`config.mk`:
```
export PLATFORM = sky130hd
export DESIGN_NAME = stream_word_packer
export DESIGN_NICKNAME = d
export VERILOG_FILES = /design/src/rtl/stream_word_packer.sv
export SDC_FILE = /design/constraint.sdc
export NUM_CORES = 1
export LEC_CHECK = 0
export ABC_AREA = 1
export BUFFER_PORTS_ARGS = -buffer_cell sky130_fd_sc_hd__buf_2
export CORE_UTILIZATION = 40
export CTS_CLUSTER_DIAMETER = 100
export DETAILED_ROUTE_END_ITERATION = 6
export MAX_ROUTING_LAYER = met4
export PLACE_DENSITY = 0.68
export SLEW_MARGIN = 15
export SYNTH_ARGS = -nofsm -noshare
export SYNTH_HDL_FRONTEND = slang
export SYNTH_SLANG_ARGS = --single-unit
```
`constraint.sdc`:
```
create_clock -name clk_i -period 3.53 [get_ports clk_i]
set_input_delay 0.353 -clock clk_i [delete_from_list [all_inputs] [get_ports clk_i]]
set_output_delay 0.353 -clock clk_i [all_outputs]
set_load 0.005 [all_outputs]
```
`src/rtl/stream_word_packer.sv`:
```
// stream_word_packer
//   Collects a serial bit stream into WIDTH-bit words, MSB first, and emits
//   a word with its valid-bit count as a single-cycle strobe. A word is emitted
//   when it fills, when the last bit of a packet arrives, or on flush. A flush
//   with no bits held does nothing. Partial words are zero-filled in the LSBs.
//   The block never applies backpressure.
//
// Ports
//   clk_i       rising-edge clock
//   arst_n_i    asynchronous active-low reset, drops any word in progress
//   data_i      serial data bit
//   data_val_i  qualifies data_i and last_i
//   last_i      current bit is the final bit of a packet
//   flush_i     emit any partially filled word
//   data_o      packed word, held stable between strobes
//   data_val_o  one-cycle strobe qualifying data_o / data_len_o
//   data_len_o  number of valid bits in data_o (1..WIDTH)
module stream_word_packer #(
   parameter int WIDTH = 16
) (
   input  logic                   clk_i,
   input  logic                   arst_n_i,
   input  logic                   data_i,
   input  logic                   data_val_i,
   input  logic                   last_i,
   input  logic                   flush_i,
   output logic [WIDTH-1:0]       data_o,
   output logic                   data_val_o,
   output logic [$clog2(WIDTH):0] data_len_o
);

   localparam int CW = $clog2(WIDTH) + 1;
   localparam logic [WIDTH-1:0] TOP_BIT = {1'b1, {(WIDTH-1){1'b0}}};

   typedef enum logic {EMPTY, FILL} state_t;

   state_t           state, state_nxt;
   logic [CW-1:0]    cnt, cnt_inc, cnt_nxt;
   logic [WIDTH-1:0] acc, acc_inc, acc_nxt;
   logic             emit;

   // Next-state and datapath. acc_inc / cnt_inc already include the current
   // bit, so emission on a full word, last or flush+data all see that bit.
   always_comb begin
      cnt_inc   = cnt + {{(CW-1){1'b0}}, data_val_i};
      acc_inc   = acc;
      emit      = 1'b0;
      state_nxt = state;
      cnt_nxt   = cnt_inc;
      acc_nxt   = acc_inc;

      // Bit k of the word lands at position WIDTH-1-k; cnt < WIDTH here.
      if (data_val_i && data_i)
         acc_inc = acc | (TOP_BIT >> cnt);
      acc_nxt = acc_inc;

      if (data_val_i)
         emit = (cnt_inc == CW'(WIDTH)) || last_i || flush_i;
      else
         emit = flush_i && (state == FILL);

      if (emit) begin
         // Clearing acc here makes the next partial word zero-filled.
         state_nxt = EMPTY;
         cnt_nxt   = '0;
         acc_nxt   = '0;
      end else if (data_val_i) begin
         state_nxt = FILL;
      end
   end

   always_ff @(posedge clk_i or negedge arst_n_i) begin
      if (!arst_n_i) state <= EMPTY;
      else           state <= state_nxt;
   end

   always_ff @(posedge clk_i or negedge arst_n_i) begin
      if (!arst_n_i) begin
         cnt <= '0;
         acc <= '0;
      end else begin
         cnt <= cnt_nxt;
         acc <= acc_nxt;
      end
   end

   // Output register: strobe for one cycle, word and length hold otherwise.
   always_ff @(posedge clk_i or negedge arst_n_i) begin
      if (!arst_n_i) begin
         data_val_o <= 1'b0;
         data_o     <= '0;
         data_len_o <= '0;
      end else begin
         data_val_o <= emit;
         if (emit) begin
            data_o     <= acc_inc;
            data_len_o <= cnt_inc;
         end
      end
   end

endmodule
```
Word-level counts from Yosys, hierarchy flattened

Index checks and enable logic that the tools add are counted.
Widths: inputs -> output; s select.

Register bits: 44
Latch bits: 0
Bits in writable memories: 0
ROM bits: 0
Output and inout bits: 22
Word-level logic and storage cells: 21
Memories: 0

$add $sub $neg: 1
$mul: 0
Divide/modulo/power cells: 0
Magnitude comparators: 0
Equal/unequal tests: 1
Shift operators: 1
Mux-type cells: 6
Bitwise gates (word level): 1
Reduce and logical (&&, ||, !) cells: 5

Operator list:

| operator              | count |
|---|---|
| $mux 16               | 2 |
| $or 16x16->16         | 1 |
| $shr 16x5->16 const A | 1 |
| $add 5x1->5           | 1 |
| $eq 5x5->1 const B    | 1 |
| $mux 5                | 1 |
| $mux 1                | 3 |
| $logic_and 1x1->1     | 2 |
| $logic_or 1x1->1      | 2 |
| $reduce_bool 2->1     | 1 |

Depth between registers and ports, before layout

Depth after elaboration: 6
Mapped depth: 12
Mapped depth without buffers: 11

Worst setup path before layout

Ideal clock, no wire load.

Kind: register to register
Start: reg cnt[0]
End: reg data_o[12]
Setup time: 0.117 ns
Arrival: 1.613 ns
Data required time: 3.413 ns
Path slack: 1.800 ns
Cell stages (with the launch flop): 12
Clock period less this slack: 1.730 ns
Cells stage by stage: dfrtp_1 ha_1 ha_1 inv_1 nand2_1 nor2_2 nand3_2 nand2_4 nand2_4 buf_6 nand2_1 nand2_1

Cells in the longest elaborated chain, start to end: 5
Elaborated cells on any way between the ends: 8
Those cells by class: add/sub: 1; eq/ne: 1; shift: 1; mux: 2; bitwise: 1; reduce/logical: 2

Ends and longest elaborated chain:

| what                           | RTL line | text |
|---|---|---|
| start, declared                | 38       | `logic [CW-1:0] cnt, cnt_inc, cnt_nxt;` |
| start signal, assigned         | 82       | `cnt <= cnt_nxt;` |
| $add 5x1->5                    | 45       | `cnt_inc = cnt + {{(CW-1){1'b0}}, data_val_i};` |
| named net cnt_inc[1]           | 38       |  |
| $eq 5x5->1                     | 58       | `emit = (cnt_inc == CW'(WIDTH)) \|\| last_i \|\| flush_i;` |
| $logic_or 1x1->1 (2 in series) | 58       |  |
| $mux 1                         | 57       | `if (data_val_i)` |
| end signal, assigned           | 96       | `data_o <= acc_inc;` |
| end, declared                  | 27       | `output logic [WIDTH-1:0] data_o,` |

The timed path passes the listed nets, and every way through them passes these cells.
A chain may end at the register's enable or synchronous reset.

Worst setup path in the final report

Start: reg cnt[0]
End: reg acc[8]

Cells in the longest elaborated chain, start to end: 6
Elaborated cells on any way between the ends: 9
Those cells by class: add/sub: 1; eq/ne: 1; shift: 1; mux: 3; bitwise: 1; reduce/logical: 2

Ends and longest elaborated chain:

| what                           | RTL line | text |
|---|---|---|
| $add 5x1->5                    | 45       |  |
| $eq 5x5->1                     | 58       |  |
| $logic_or 1x1->1 (2 in series) | 58       |  |
| $mux 1                         | 57       |  |
| named net emit                 | 40       | `logic emit;` |
| $mux 16                        | 62       | `if (emit) begin` |
| named net acc_nxt[8]           | 39       | `logic [WIDTH-1:0] acc, acc_inc, acc_nxt;` |
| end signal, assigned           | 83       | `acc <= acc_nxt;` |
| end, declared                  | 39       |  |

The timed path passes the listed nets, and every way through them passes these cells.

==> results.yml <==
run_status:
  status: "complete, but fails checks"
  violations: "design-rule violations"
sta:
  drv_slew: 0
  worstMarginPinSlew_ns: 0.966
  finalHoldViolCount: 0
  final-setup-viol-count: 0
  period_minus_slack_ns: 2.30
  rsz0062_at_grt: "no"
  relSlewSlack: 0.356
  whs_ns: 0.214
  clock_skew_ns: 0.00925
  fin_crit_sh: 0.652
  tns_ns: 0
  setup_ws_ns: 1.23
  max_freq_ghz: 0.435
synthesis:
  synth_area_leaders: "dfrtp_1 57%, nand2_1 9.1%, nand3_1 8.5%"
  yosysTopAreaCell: "dfrtp_1"
  avgSynthCellArea_um2: 9.55
  ys_warn_count: 0
  synth_top_area_frac: 0.565
  ys_seq_area_frac: 0.565
  synth_fp_nets: 212
  synth.cell_area_mm2: 0.00195
  ys_ff_latch: 44
  syn_inst: 204
  yosysUniqueCellTypes: 21
drt:
  drt_iter0_drc: 119
  vias: 1418
  drcViolationCount: 1
  drtAntennaViolNets: 0
  wl_per_cell_um: 12.7
  drt_wl_total_um: 3600
  viasPerCell: 4.99
  dr.pass1.iters: 6
die:
  core_mm2: 0.00469
  initial_core_util: 0.415
  chipWidth_um: 71.8
  die_y_um: 71.8
  io_pins: 28
  dieArea_mm2: 0.00515
  rows: 25
setup_path:
  required_ns: 3.71
  startpoint_type: "flip-flop"
  worstReg2RegStart: "cnt[0]"
  rrSetupSlack_ns: 1.23
  cp.arrival_ns: 2.48
  endpoint_kind: "flip-flop"
  reg2reg_to: "acc[8]"
  worstPathMaxFanout: 36
  critical_path_class: "reg2reg"
  crit_path_start: "cnt[0]"
  rr_worst_depth: 11
cells_and_area:
  fin_cells: 284
  ff_latch_area_mm2: 0.00110
  fin_area_mm2: 0.00217
  final_nets: 237
  multiInputGateArea_um2: 706
  areaGrowthSynthToFinish_pct: 11.2
  nFillCells: 460
  n_antenna_cell: 0
  final_common_cell: "nand2_1"
  post-route-util: 0.462
  final_cell_mix: "47 x nand2_1, 44 x dfrtp_1, 33 x nand3_1, 27 x buf_2, 15 x inv_1"
  drive_gt1_frac: 0.191
pwr:
  leakage_nw: 1.15
  ir_worst_vdd_uv: 189
  p_total_mw: 0.979
  power_density_mw_per_mm2: 452
cts:
  htreeDepth: 2
  cts_setup_buffers: 0
  cts_buffer_depth: 2
  ctsRootBufferMaster: "clkbuf_8"
  cts_hold_buf: 0
  clock-sinks: 44
  cts_resized: 0
  tritoncts: "done"
  cts-buffers-inserted: 5
  clkTransAtPathRegs_ns: 0.08
  clock_latency_ns: 0.29
global_route:
  gr-usage-all-layers: 0.160
  grt_antenna_before_repair: 0
  grt_pass1_vias: 1279
  grt.overflow.total: 0
  grt_pass1_wl_um: 6190
  grt_max_degree: 45
run:
  max-cap-violations: 0
placement:
  place.gp.congestion: 0.768
  place_area_mm2: 0.00208
  placed_cells: 276
  dp_hpwl_um: 2340
  dp_slack_ns: 1.22
  port_buffers: 27
worst_hold_path:
  hp-class: "in2async"
kinds of logic (layout without fill, tap and decap cells):
logic type	Yosys count	after routing	synth area share
buffers and inverters	27	53	0.0726
adder cells (fa/ha/maj)	2	2	0.0128
flip-flops	44	44	0.565
AND/OR/NAND/NOR	100	100	0.234
AO/OA/AOI/OAI	31	31	0.116
area by class of cell:
type / instances / share of cell area
clock buffers: 8 / 0.0416
inverters: 18 / 0.0312
multi-input cells: 133 / 0.326
flip-flops and latches: 44 / 0.508
well taps: 54 / 0.0312
repair buffers: 27 / 0.0624
registers in the layout, summed over array words and instances, names as in the netlist:
register,flops
state,1
acc,16
cnt,5
data_o,16
data_len_o,5
data_val_o,1
cells in the mapped netlist:
| master | count |
|---|---|
| nand2_1 | 47 |
| dfrtp_1 | 44 |
| nand3_1 | 33 |
| inv_1 | 15 |
| o21bai_1 | 14 |
| nor2_1 | 10 |
| a21boi_0 | 9 |
| a21boi_1 | 5 |
| buf_6 | 4 |
| nand2_2 | 4 |
| inv_2 | 3 |
| buf_2 | 2 |
| buf_4 | 2 |
| ha_1 | 2 |
| nand2_4 | 2 |
| nand4_1 | 2 |
| o21ai_0 | 2 |
| a21oi_1 | 1 |
| clkbuf_1 | 1 |
| nand3_2 | 1 |
| nor2_2 | 1 |
routing by layer:
layer  vias up  GRT usage  share of wire
met2        20      0.231           0.44
met1       676      0.227           0.52
met5         -          -              0
li1        718          -              -
met4         0     0.0458         0.0064
met3         4     0.0380          0.027
worst max-delay path: stages, from the launching register on:
cell	delay (ns)
dfrtp_1	0.46
ha_1	0.23
ha_1	0.25
inv_1	0.06
nand2_1	0.07
nand2_2	0.08
nor2_2	0.10
nand3_2	0.10
nand2_4	0.30
nand2_4	0.25
inv_2	0.22
nor2_1	0.05
how the worst max path moves through the flow:
stage	cells past startpoint	slack, ns	endpoint
6_report	11	1.23	acc[8]
5_1_grt	11	0.99	acc[12]
4_1_cts	11	1.23	acc[12]
3_5_place_dp	11	1.22	cnt[4]
3_3_place_gp	11	1.27	cnt[1]
2_1_floorplan	11	1.80	data_o[12]
power breakdown:
group,switching [mW],internal (mW),total [mW]
logic,0.0768,0.0377,0.114
clock network,0.160,0.160,0.320
registers,0.0177,0.527,0.545
total,0.255,0.724,0.979
Note: power is estimated with default switching activity, not from simulation.
